[config.mk]
export PLATFORM = sky130hd
export DESIGN_NAME = psx_packet_dispatcher
export DESIGN_NICKNAME = d
export VERILOG_FILES = /design/src/rtl/psx_packet_dispatcher_pkg.sv /design/src/rtl/psx_payload_buffer.sv /design/src/rtl/psx_packet_dispatcher.sv
export SDC_FILE = /design/constraint.sdc
export NUM_CORES = 1
export LEC_CHECK = 0
export ABC_CLOCK_PERIOD_IN_PS = 2150
export BUFFER_PORTS_ARGS = -buffer_cell sky130_fd_sc_hd__buf_2
export CORE_MARGIN = 2
export CORE_UTILIZATION = 48
export CTS_CLUSTER_DIAMETER = 60
export CTS_CLUSTER_SIZE = 30
export DETAILED_ROUTE_END_ITERATION = 8
export HOLD_SLACK_MARGIN = 0.12
export PLACE_DENSITY = 0.75
export REMOVE_ABC_BUFFERS = 1
export SLEW_MARGIN = 5
export SYNTH_ARGS = -nofsm -noshare
export SYNTH_HDL_FRONTEND = slang
export SYNTH_HIERARCHICAL = 1
export SYNTH_SLANG_ARGS = --single-unit
[constraint.sdc]
create_clock -name clk -period 2.15 [get_ports clk]
set_clock_uncertainty 0.05 [all_clocks]
set_input_delay 0.215 -clock clk [delete_from_list [all_inputs] [get_ports clk]]
set_output_delay 0.215 -clock clk [all_outputs]
set_load 0.005 [all_outputs]
[src/rtl/psx_packet_dispatcher_pkg.sv]
// rtl/psx_packet_dispatcher_pkg.sv - dispatcher state encodings, header default and payload-length decode
package psx_packet_dispatcher_pkg;

  typedef enum logic [2:0] {
    S_HDR    = 3'd0,
    S_FLAGS  = 3'd1,
    S_DATA   = 3'd2,
    S_CHK    = 3'd3,
    S_REPLAY = 3'd4,
    S_SKIP   = 3'd5
  } state_t;

  localparam logic [3:0] HDR_NIBBLE_DEFAULT = 4'h5;

  localparam logic [4:0] LEN_FLAG2 = 5'd18;
  localparam logic [4:0] LEN_FLAG1 = 5'd6;
  localparam logic [4:0] LEN_FLAG0 = 5'd2;
  localparam logic [4:0] LEN_NONE  = 5'd0;

  // Highest set flag bit selects the payload size.
  function automatic logic [4:0] decode_len(input logic [2:0] flags);
    if (flags[2]) return LEN_FLAG2;
    else if (flags[1]) return LEN_FLAG1;
    else if (flags[0]) return LEN_FLAG0;
    else return LEN_NONE;
  endfunction

endpackage

[src/rtl/psx_payload_buffer.sv]
// rtl/psx_payload_buffer.sv - payload staging register file, one write and one asynchronous read port
module psx_payload_buffer #(
  parameter int DEPTH = 18,
  parameter int AW    = 5
) (
  input  logic          clk,
  input  logic          wr_en,
  input  logic [AW-1:0] wr_addr,
  input  logic [7:0]    wr_data,
  input  logic [AW-1:0] rd_addr,
  output logic [7:0]    rd_data
);

  logic [7:0] mem [DEPTH];

  always_ff @(posedge clk) begin
    if (wr_en) mem[wr_addr] <= wr_data;
  end

  assign rd_data = mem[rd_addr];

endmodule

[src/rtl/psx_packet_dispatcher.sv]
// rtl/psx_packet_dispatcher.sv - serial packet parser routing payload writes to controller slots; option PSX_PKT_CHECKSUM_EN
module psx_packet_dispatcher
  import psx_packet_dispatcher_pkg::*;
#(
  parameter int         NUM_PORTS   = 2,
  parameter logic [3:0] HDR_NIBBLE  = HDR_NIBBLE_DEFAULT,
  parameter int         MAX_PAYLOAD = 18
) (
  input  logic                 clk,
  input  logic                 reset,
  input  logic [7:0]           rx_data,
  input  logic                 rx_strobe,
  input  logic                 rx_idle,
  output logic [4:0]           write_addr,
  output logic [7:0]           write_data,
  output logic [NUM_PORTS-1:0] write_en,
  output logic                 pkt_done,
  output logic                 pkt_error,
  output logic [7:0]           error_count,
  output logic                 busy
);

  state_t               state, state_n;
  logic [3:0]           port_q, port_n;
  logic [4:0]           len_q, len_n;
  logic [4:0]           cnt_q, cnt_n;
  logic [NUM_PORTS-1:0] wen_n;
  logic [4:0]           waddr_n;
  logic [7:0]           wdata_n;
  logic                 done_n, err_n;
  logic                 port_ok;
  logic [NUM_PORTS-1:0] port_sel;
  logic                 last_byte;
  logic [4:0]           len_dec;

  assign port_ok   = ({1'b0, port_q} < 5'(NUM_PORTS));
  assign port_sel  = port_ok ? (NUM_PORTS'(1) << port_q) : '0;
  assign last_byte = (cnt_q == len_q - 5'd1);
  // Never let a flags byte describe more payload than the slot can hold.
  assign len_dec   = (decode_len(rx_data[2:0]) > 5'(MAX_PAYLOAD)) ? 5'(MAX_PAYLOAD)
                                                                   : decode_len(rx_data[2:0]);
  assign busy      = (state != S_HDR);

`ifdef PSX_PKT_CHECKSUM_EN
  logic [7:0] sum_q, sum_n;
  logic       buf_we;
  logic [4:0] buf_raddr;
  logic [7:0] buf_rdata;

  // The checksum cycle already emits entry 0, replay reads the rest.
  assign buf_raddr = (state == S_CHK) ? 5'd0 : cnt_q;

  psx_payload_buffer #(
    .DEPTH (MAX_PAYLOAD),
    .AW    (5)
  ) u_payload_buffer (
    .clk     (clk),
    .wr_en   (buf_we),
    .wr_addr (cnt_q),
    .wr_data (rx_data),
    .rd_addr (buf_raddr),
    .rd_data (buf_rdata)
  );
`endif

  always_comb begin
    state_n = state;
    port_n  = port_q;
    len_n   = len_q;
    cnt_n   = cnt_q;
    wen_n   = '0;
    waddr_n = '0;
    wdata_n = '0;
    done_n  = 1'b0;
    err_n   = 1'b0;
`ifdef PSX_PKT_CHECKSUM_EN
    sum_n   = sum_q;
    buf_we  = 1'b0;
`endif
    case (state)
      S_HDR: begin
        if (!rx_idle && rx_strobe) begin
          if (rx_data[7:4] != HDR_NIBBLE) begin
            err_n   = 1'b1;
            state_n = S_SKIP;
          end else begin
            port_n  = rx_data[3:0];
            state_n = S_FLAGS;
`ifdef PSX_PKT_CHECKSUM_EN
            sum_n   = rx_data;
`endif
          end
        end
      end
      S_FLAGS: begin
        if (rx_idle) begin
          err_n   = 1'b1;
          state_n = S_HDR;
        end else if (rx_strobe) begin
          len_n = len_dec;
          cnt_n = '0;
`ifdef PSX_PKT_CHECKSUM_EN
          sum_n   = sum_q + rx_data;
          state_n = (len_dec == 5'd0) ? S_CHK : S_DATA;
`else
          if (len_dec == 5'd0) begin
            done_n  = port_ok;
            err_n   = !port_ok;
            state_n = S_HDR;
          end else begin
            state_n = S_DATA;
          end
`endif
        end
      end
      S_DATA: begin
        if (rx_idle) begin
          err_n   = 1'b1;
          state_n = S_HDR;
        end else if (rx_strobe) begin
          cnt_n = cnt_q + 5'd1;
`ifdef PSX_PKT_CHECKSUM_EN
          buf_we = 1'b1;
          sum_n  = sum_q + rx_data;
          if (last_byte) state_n = S_CHK;
`else
          wen_n   = port_sel;
          waddr_n = cnt_q;
          wdata_n = rx_data;
          if (last_byte) begin
            done_n  = port_ok;
            err_n   = !port_ok;
            state_n = S_HDR;
          end
`endif
        end
      end
`ifdef PSX_PKT_CHECKSUM_EN
      S_CHK: begin
        if (rx_idle) begin
          err_n   = 1'b1;
          state_n = S_HDR;
        end else if (rx_strobe) begin
          if (8'(sum_q + rx_data) != 8'h00) begin
            err_n   = 1'b1;
            state_n = S_HDR;
          end else if (len_q == 5'd0) begin
            done_n  = port_ok;
            err_n   = !port_ok;
            state_n = S_HDR;
          end else begin
            wen_n   = port_sel;
            waddr_n = 5'd0;
            wdata_n = buf_rdata;
            cnt_n   = 5'd1;
            state_n = S_REPLAY;
          end
        end
      end
      S_REPLAY: begin
        wen_n   = port_sel;
        waddr_n = cnt_q;
        wdata_n = buf_rdata;
        cnt_n   = cnt_q + 5'd1;
        if (last_byte) begin
          done_n  = port_ok;
          err_n   = !port_ok;
          state_n = S_HDR;
        end
        // Bytes arriving while the buffer drains are lost.
        if (rx_strobe) err_n = 1'b1;
      end
`endif
      S_SKIP: begin
        if (rx_idle) state_n = S_HDR;
      end
      default: state_n = S_HDR;
    endcase
  end

  always_ff @(posedge clk) begin
    if (reset) begin
      state       <= S_HDR;
      port_q      <= '0;
      len_q       <= '0;
      cnt_q       <= '0;
      write_en    <= '0;
      write_addr  <= '0;
      write_data  <= '0;
      pkt_done    <= 1'b0;
      pkt_error   <= 1'b0;
      error_count <= '0;
`ifdef PSX_PKT_CHECKSUM_EN
      sum_q       <= '0;
`endif
    end else begin
      state      <= state_n;
      port_q     <= port_n;
      len_q      <= len_n;
      cnt_q      <= cnt_n;
      write_en   <= wen_n;
      write_addr <= waddr_n;
      write_data <= wdata_n;
      pkt_done   <= done_n;
      pkt_error  <= err_n;
      if (err_n && error_count != 8'hFF) error_count <= error_count + 8'd1;
`ifdef PSX_PKT_CHECKSUM_EN
      sum_q      <= sum_n;
`endif
    end
  end

endmodule

==> flow_summary.json, run 1 <==
{
  "status": "finished, final reports clean",
  "cts_made_buffers": 5,
  "finalMaxSlewViolations": 0,
  "start_kind": "register",
  "synth.avg_cell_area_um2": 9.207,
  "finalCriticalPeriod_ns": 2.059,
  "hold_violations": 0,
  "grt_use_total": 0.1878,
  "worst_hold_slack_ns": 0.2282,
  "start_util": 0.5079,
  "sequentialPowerShare": 0.548,
  "syn_inst": 187,
  "clkPwrFrac": 0.357,
  "worstHoldEndpoint": "error_count[1]",
  "synth_warnings": 6,
  "fin_crit_sh": 0.9578,
  "power_density_nw_per_um2": 637.7,
  "cp_cell_sequence": "or3_4 > or3_4 > nor2b_2 > a21oi_4 > or3_1 > a21oi_1",
  "wl_met1_um": 1677,
  "clock_latency_ns": 0.36,
  "switching_share": 0.2401,
  "r2r_cells": 6,
  "ir_drop_uv": 423.9,
  "overflow": 0,
  "antenna_found_initial": 0,
  "core_um2": 3390,
  "cts_buffer_depth": 2,
  "syn_area_um2": 1722,
  "yosysTopAreaCell": "dfxtp_1",
  "yosysUniqueCellTypes": 40,
  "hp-start": "reset",
  "path_class": "register to register",
  "wl_met3_um": 153,
  "dpl.hpwl_um": 2490,
  "rsz0062_at_grt": "no",
  "synth_commonest_cells": "40 x dfxtp_1, 23 x nor2_1, 15 x and2_1",
  "reg2reg_to": "error_count[4]",
  "cts_sinks": 40,
  "gp_congestion": 0.7625,
  "insertedDiodeCount": 0,
  "path_delay_family": "simple AND/OR/NAND/NOR gates",
  "dr.max_layer_used": "met4",
  "io_buffers": 37,
  "crit_fanout": 12,
  "yosys_register_bits": 40,
  "vias": 1462,
  "syn_to_final_growth_pct": 26.45,
  "wl_met2_um": 1674,
  "yosys_most_used_dff": "dfxtp_1",
  "critical_path_buf_inv_count": 0,
  "dieWidth_um": 63.89,
  "arrival_ns": 2.30,
  "seq_area_frac_synth": 0.4651,
  "wl_um": 3573,
  "grt_pass1_wl_um": 5954,
  "cap_violations": 0,
  "die_y_um": 63.89,
  "ff_latch_area_um2": 800.8,
  "cpMaxStageDelayCell": "or3_4",
  "avgRoutedWirePerCell_um": 12.58,
  "grt_max_degree": 28,
  "dr.pass1.iters": 4,
  "cts_max_level": 2,
  "cts_root_buffer": "clkbuf_4",
  "p_comb_frac": 0.095,
  "max_freq_ghz": 0.4856,
  "num_io_pins": 38,
  "ys_top_cells_by_area": "dfxtp_1 47%, and2_1 5.5%, nor2_1 5.0%",
  "multi_input_area_um2": 905.9,
  "switching_power_mw": 0.3334,
  "yosysTopAreaCellShare": 0.4651,
  "r2r_setup_slack_ns": 0.09,
  "critPathCaptureType": "register",
  "synthArstFlopShare": 0,
  "whs_path_depth": 2,
  "worst_r2r_startpoint": "state[2]",
  "clk_pin_slew_ns": 0.12,
  "synth-edff-count": 0,
  "synth.most_common_cell": "dfxtp_1",
  "setup_tns_ns": 0,
  "via_per_inst": 5.148,
  "drc": 0,
  "p_int_mw": 1.055,
  "cp_slowest_stage_delay_ns": 0.42,
  "worst_pin_slew_ns": 0.4726,
  "maxSlewHeadroom": 0.6849,
  "drive_gt1_frac": 0.2689,
  "critPathMostFrequentCell": "or3_4",
  "leakagePower_nw": 0.9457,
  "final_nets": 252,
  "finalPower_mw": 1.388,
  "num_rows": 21,
  "worstHoldPathType": "primary input to register",
  "drt_iter0_markers": 56,
  "cp_data_required_time_ns": 2.40,
  "nFillCells": 274,
  "setup_viol_count_final": 0,
  "die_area_um2": 4082,
  "grt_pass1_vias": 1347,
  "cts_tree": "done",
  "final_antenna_net_count": 0
}
## cells by family after synthesis
group           synth area share
compound gates            0.1039
flops                     0.4651
fa+ha+maj                0.02180
simple gates              0.2798
xor+xnor                 0.05087
buf+inv                  0.03778
mux                      0.04070
## worst max path at each step
stage	start	end	slack, ns	depth (start not counted)
final	state[2]	error_count[4]	0.09	6
after global routing	len_q[1]	error_count[4]	0.01	8
after CTS	len_q[1]	error_count[4]	0.02	8
after detailed placement	len_q[1]	error_count[3]	0.02	8
after global placement	len_q[1]	error_count[6]	0.12	8
after floorplan	state[2]	error_count[6]	0.15	6
## worst reg2reg max path, stage by stage (launching register included)
cell	delay (ns)
dfxtp_1	0.35
or3_4	0.41
or3_4	0.42
nor2b_2	0.17
a21oi_4	0.09
or3_1	0.37
a21oi_1	0.15
## stage by stage
| stage | cell area (um2) | util | setup WS (ns) | instances |
|---|---|---|---|---|
| after global routing | 2177 | 0.6423 | 0.01368 | 284 |
| after global placement | 1959 | 0.5781 | 0.1243 | 267 |
| final | 2177 | 0.6423 | 0.09069 | 284 |
| after floorplan | 1672 | - | 0.1502 | 178 |
| after CTS | 2125 | 0.6268 | 0.02297 | 283 |
| after detailed placement | 1959 | 0.5781 | 0.02432 | 267 |
## area by class of cell
cell class                 count  share of cell area
clock buffer                   5             0.01724
clock inverter                 3             0.01954
inverter                       4            0.006897
multi-input combinational    134              0.4161
sequential                    40              0.3678
tap                           46             0.02644
timing repair buffer          52              0.1460
## state kept, by name, summed over array words and instances (netlist names)
register and count:
cnt_q 5, error_count 8, len_q 3, pkt_done 1
pkt_error 1, port_q 4, state 3, write_addr 5
write_data 8, write_en 2
## metal layers
metal  vias up  global-route usage
li1        746                   -
met1       676              0.2206
met2        33              0.3177
met3         7             0.04754
met4         0             0.08967
met5         -                   0
## what timing repair did
item,4_1_cts,5_1_grt
setup endpoints to repair,3,9
gates resized for setup,2,7
setup buffers,0,1
endpoints found under the hold margin,14,0
pin swaps,0,2
hold buffers,8,0
## power groups by stage
stage | registers, mW | logic [mW] | clock network [mW]
after floorplan | 0.780 | 0.0601 | 0
after global placement | 0.777 | 0.112 | 0
after detailed placement | 0.778 | 0.113 | 0
after CTS | 0.761 | 0.126 | 0.508
after global routing | 0.763 | 0.147 | 0.529
final | 0.761 | 0.132 | 0.495
## placed cells by master, fill, tap and decap left out, types with 2 or more instances in the layout
cell and count:
nor2_1 23, nor3b_1 2, nand2b_1 2, dlygate4sd3_1 8, xor2_1 5, o211a_1 2
nand3_1 4, xnor2_1 4, nor4bb_1 2, dfxtp_1 40, clkbuf_4 5, nor3_1 9
nand4_1 3, or3_1 5, inv_1 4, or3_4 2, nand2_1 8, nor3_2 2
a21oi_1 11, o21ai_0 7, and2_1 15, ha_1 3, buf_4 7, mux2i_1 6
buf_2 37
(Power assumes the default switching activity.)
==> run 2: changes to the inputs <==
Settings changed: CORE_UTILIZATION 48 to 40, PLACE_DENSITY 0.75 to unset.
==> flow_summary.json, run 2 (synthesized netlist as in run 1, its figures left out) <==
{
  "cts_tree": "done",
  "final_common_cell": "dfxtp_1",
  "startpoint": "rx_data[6]",
  "cap_violations": 0,
  "power_density_nw_per_um2": 636.2,
  "worst_r2r_startpoint": "len_q[2]",
  "path_delay_family": "simple AND/OR/NAND/NOR gates",
  "layout_common_cells": "40 x dfxtp_1, 37 x buf_2, 23 x nor2_1",
  "critical_path_buf_inv_count": 3,
  "drive_gt1_frac": 0.2727,
  "insertedDiodeCount": 0,
  "avgRoutedWirePerCell_um": 12.52,
  "postPlaceCellArea_um2": 2024,
  "worstHoldPathType": "primary input to register",
  "setup_tns_ns": 0,
  "start_kind": "primary input",
  "finalMaxSlewViolations": 0,
  "setup_viol_count_final": 0,
  "die_area_um2": 4845,
  "antenna_found_initial": 0,
  "arrival_ns": 2.22,
  "wl_um": 3655,
  "cp_slowest_stage_delay_ns": 0.52,
  "leakagePower_nw": 0.9842,
  "r2r_cells": 8,
  "overflow": 0,
  "cts_buffer_depth": 2,
  "max_freq_ghz": 0.4885,
  "cts_max_level": 2,
  "clk_pin_slew_ns": 0.08,
  "drc": 0,
  "final_antenna_net_count": 0,
  "cts_sinks": 40,
  "path_class": "primary input to register",
  "r2r_setup_slack_ns": 0.12,
  "cp_cell_sequence": "dlygate4sd3_1 > buf_2 > nor4bb_1 > buf_4 > or3_4 > nor2b_4 > a21oi_4 > or3_1 > a21oi_2",
  "dr.pass1.iters": 4,
  "grt_use_total": 0.1581,
  "drt_iter0_markers": 52,
  "crit_fanout": 12,
  "reg2reg_to": "error_count[3]",
  "dpl.hpwl_um": 2559,
  "endpoint": "error_count[3]",
  "reg_top3": "error_count (8), write_data (8)",
  "vias": 1432,
  "cts_root_buffer": "clkbuf_8",
  "design_area_um2": 2182,
  "dieWidth_um": 69.61,
  "cp_data_required_time_ns": 2.32,
  "cts_made_buffers": 5,
  "via_per_inst": 4.904,
  "cp.depth": 9,
  "grt_pass1_wl_um": 6189,
  "finalCriticalPeriod_ns": 2.047,
  "gp_congestion": 0.8146,
  "nFillCells": 396,
  "maxSlewHeadroom": 0.6660,
  "core_um2": 4058,
  "fin_crit_sh": 0.9522,
  "hold_violations": 0,
  "io_buffers": 37,
  "ir_drop_uv": 286.8,
  "num_rows": 23,
  "critPathCaptureType": "register",
  "grt_pass1_vias": 1349,
  "clock_latency_ns": 0.29,
  "cts_setup_buffers": 0,
  "final_nets": 256,
  "syn_to_final_growth_pct": 26.74,
  "num_io_pins": 38,
  "cpMaxStageDelayCell": "dlygate4sd3_1",
  "start_util": 0.4243,
  "grt_max_degree": 28,
  "worst_pin_slew_ns": 0.5011,
  "die_y_um": 69.61,
  "status": "finished, final reports clean"
}
## run 2: worst min-delay path by stage
stage                    start             end  depth (start not counted)
CTS                 rx_data[2]   write_data[2]                          2
detailed placement  rx_data[5]   write_data[5]                          2
global placement    rx_data[5]   write_data[5]                          2
global route        rx_data[1]   write_data[1]                          2
finish              rx_data[2]   write_data[2]                          2
floorplan                reset  error_count[2]                          1
## run 2: where the power goes
| part | internal [mW] | total [mW] | switching [mW] |
|---|---|---|---|
| logic | 0.0663 | 0.138 | 0.0721 |
| registers | 0.751 | 0.759 | 0.00833 |
| clock network | 0.226 | 0.491 | 0.265 |
| total | 1.04 | 1.39 | 0.345 |
## run 2: routing by layer
| layer | routed length [um] | vias to the layer above | share of wire | global-route usage |
|---|---|---|---|---|
| met5 | 0 | - | 0 | 0 |
| met4 | 48 | 0 | 0.013 | 0.06318 |
| met3 | 171 | 6 | 0.047 | 0.04651 |
| met2 | 1575 | 32 | 0.43 | 0.2393 |
| met1 | 1860 | 640 | 0.51 | 0.2104 |
| li1 | - | 754 | - | - |
## run 2: metrics by stage
step / util / setup WS, ns / hold WS, ns / power (mW) / cells
2_1_floorplan: - / 0.1502 / 0.2341 / 0.8404 / 178
3_3_place_gp: 0.4989 / 0.1486 / 0.3870 / 0.9054 / 279
3_5_place_dp: 0.4989 / 0.1050 / 0.3840 / 0.9049 / 279
4_1_cts: 0.5353 / 0.01186 / 0.1300 / 1.411 / 293
5_1_grt: 0.5378 / -0.03558 / 0.1368 / 1.459 / 292
6_report: 0.5378 / 0.1028 / 0.1315 / 1.388 / 292
## run 2: cell type report
type,instances,area (um2),share of cell area
well taps,50,62.56,0.02867
clock inverters,3,18.77,0.008601
inverters,4,15.01,0.006881
clock buffers,5,68.82,0.03154
repair buffers,56,342.8,0.1571
flip-flops and latches,40,800.8,0.3670
multi-input cells,134,873.3,0.4002
## run 2: repair_timing
item | in CTS | in global routing
resized for setup | 0 | 4
endpoints found under the setup margin | 0 | 7
endpoints found under the hold margin | 6 | 0
hold buffers | 6 | 0
## run 2: worst register-to-register path: stages, from the launching register on
cell and delay, ns:
dfxtp_1 0.34, inv_1 0.05, ha_1 0.27, xor2_1 0.15, nand3_1 0.14, o21ai_1 0.29, a21oi_4 0.16, or3_1 0.39
a21oi_2 0.13
==> run 3: changes to the inputs <==
Settings changed: CORE_MARGIN 2 to unset.
==> flow_summary.json, run 3 (synthesized netlist as in run 1, its figures left out) <==
{
  "status": "finished, final reports clean",
  "avgRoutedWirePerCell_um": 12.51,
  "grt_pass1_vias": 1233,
  "maxSlewHeadroom": 0.6668,
  "final_common_cell": "dfxtp_1",
  "placed_cells": 276,
  "hold_violations": 0,
  "num_rows": 23,
  "via_per_inst": 4.983,
  "cp_data_required_time_ns": 2.31,
  "worst_pin_slew_ns": 0.4998,
  "fin_crit_sh": 0.9691,
  "cap_violations": 0,
  "final_antenna_net_count": 0,
  "num_io_pins": 38,
  "rsz0062_at_grt": "yes",
  "cts_made_buffers": 5,
  "finalPower_mw": 1.358,
  "cts_buffer_depth": 2,
  "crit_fanout": 12,
  "critPathCaptureType": "register",
  "clk_pin_slew_ns": 0.07,
  "dr.pass1.iters": 4,
  "layout_common_cells": "40 x dfxtp_1, 37 x buf_2, 23 x nor2_1",
  "antenna_found_initial": 0,
  "io_buffers": 37,
  "final_util": 0.5304,
  "dpl.hpwl_um": 2603,
  "drive_gt1_frac": 0.2647,
  "clkPwrFrac": 0.342,
  "die_area_um2": 4570,
  "final_nets": 253,
  "arrival_ns": 2.25,
  "finalMaxSlewViolations": 0,
  "drc": 0,
  "reg_top3": "error_count (8), write_data (8)",
  "insertedDiodeCount": 0,
  "dieWidth_um": 67.61,
  "finalCriticalPeriod_ns": 2.083,
  "max_freq_ghz": 0.4800,
  "p_comb_frac": 0.098,
  "cts_sinks": 40,
  "cts_tree": "done",
  "drt_iter0_markers": 34,
  "clock_latency_ns": 0.29,
  "worstHoldPathType": "primary input to register",
  "start_util": 0.4243,
  "path_class": "primary input to register",
  "setup_viol_count_final": 0,
  "leakagePower_nw": 0.9654,
  "cts_max_level": 2,
  "switching_share": 0.2391,
  "ir_drop_uv": 302.8,
  "power_density_nw_per_um2": 631.0,
  "sequentialPowerShare": 0.560,
  "start_kind": "primary input",
  "fin_cells": 288,
  "switching_power_mw": 0.3247,
  "die_y_um": 67.61,
  "core_um2": 4058,
  "grt_use_total": 0.1711,
  "wl_um": 3604,
  "vias": 1435,
  "grt_max_degree": 28,
  "p_int_mw": 1.033,
  "overflow": 0,
  "grt_pass1_wl_um": 5768,
  "syn_to_final_growth_pct": 25.00,
  "gp_congestion": 0.8157,
  "cts_root_buffer": "clkbuf_8"
}
==> run 3: cell types whose count changed in the layout (fill, tap and decap cells not counted), sizes merged <==
cell         before  now
dlygate4sd3       6    5
clkinv            3    1
buf              50   48
clkbuf            5    6
==> run 3: layout make-up <==
cell class                      instances  area, um2
Clock buffer                            6      72.57
Multi-Input combinational cell        134      878.3
Inverter                                4      15.01
Tap cell                               50      62.56
Sequential cell                        40      800.8
Clock inverter                          1      5.005
Fill cell                             386       1906
Timing Repair Buffer                   53      317.8
==> run 3: per-layer routing <==
| metal | GRT usage | wire length, um | vias to the layer above |
|---|---|---|---|
| li1 | - | - | 747 |
| met1 | 0.2280 | 1755 | 640 |
| met2 | 0.2587 | 1595 | 41 |
| met3 | 0.04730 | 185 | 7 |
| met4 | 0.06649 | 67 | 0 |
| met5 | 0 | 0 | - |
==> run 3: power by group through the flow <==
| stage | Combinational (mW) | Clock [mW] | Sequential [mW] |
|---|---|---|---|
| finish | 0.133 | 0.464 | 0.760 |
| global route | 0.148 | 0.511 | 0.762 |
| CTS | 0.128 | 0.483 | 0.760 |
| detailed placement | 0.120 | 0 | 0.778 |
| global placement | 0.122 | 0 | 0.777 |
| floorplan | 0.0601 | 0 | 0.780 |
==> run 3: worst paths after layout <==
path | startpoint | to | slack [ns] | cells after the start
worst max-delay path | rx_data[6] | error_count[3] | 0.07 | 9
worst min register to register | port_q[0] | write_en[0] | 0.41 | 1
worst max register to register | state[2] | error_count[3] | 0.11 | 6
worst min-delay path | rx_data[0] | write_data[0] | 0.14 | 2
==> run 3: metrics by stage <==
| stage | TNS, ns | cell area [um2] | worst slack [ns] | hold WS [ns] |
|---|---|---|---|---|
| 6_report | 0 | 2152 | 0.06653 | 0.1368 |
| 5_1_grt | -0.003176 | 2152 | -0.003176 | 0.1411 |
| 4_1_cts | 0 | 2130 | 0.05005 | 0.1269 |
| 3_5_place_dp | 0 | 2002 | 0.09854 | 0.3861 |
| 3_3_place_gp | 0 | 2002 | 0.1200 | 0.3870 |
| 2_1_floorplan | 0 | 1672 | 0.1502 | 0.2341 |
==> run 3: critical path, cell delays in order <==
cell,delay [ns]
dlygate4sd3_1,0.53
buf_2,0.12
nor4bb_1,0.14
buf_4,0.14
or3_4,0.36
nor2b_4,0.14
a21oi_4,0.08
or3_1,0.36
a21oi_1,0.16
==> run 3: repair_timing <==
| item | CTS | global route |
|---|---|---|
| endpoints found under the setup margin | 0 | 9 |
| hold buffers | 5 | 0 |
| hold endpoints to repair | 5 | 0 |
| setup buffers | 0 | 0 |
| gates resized for setup | 0 | 5 |
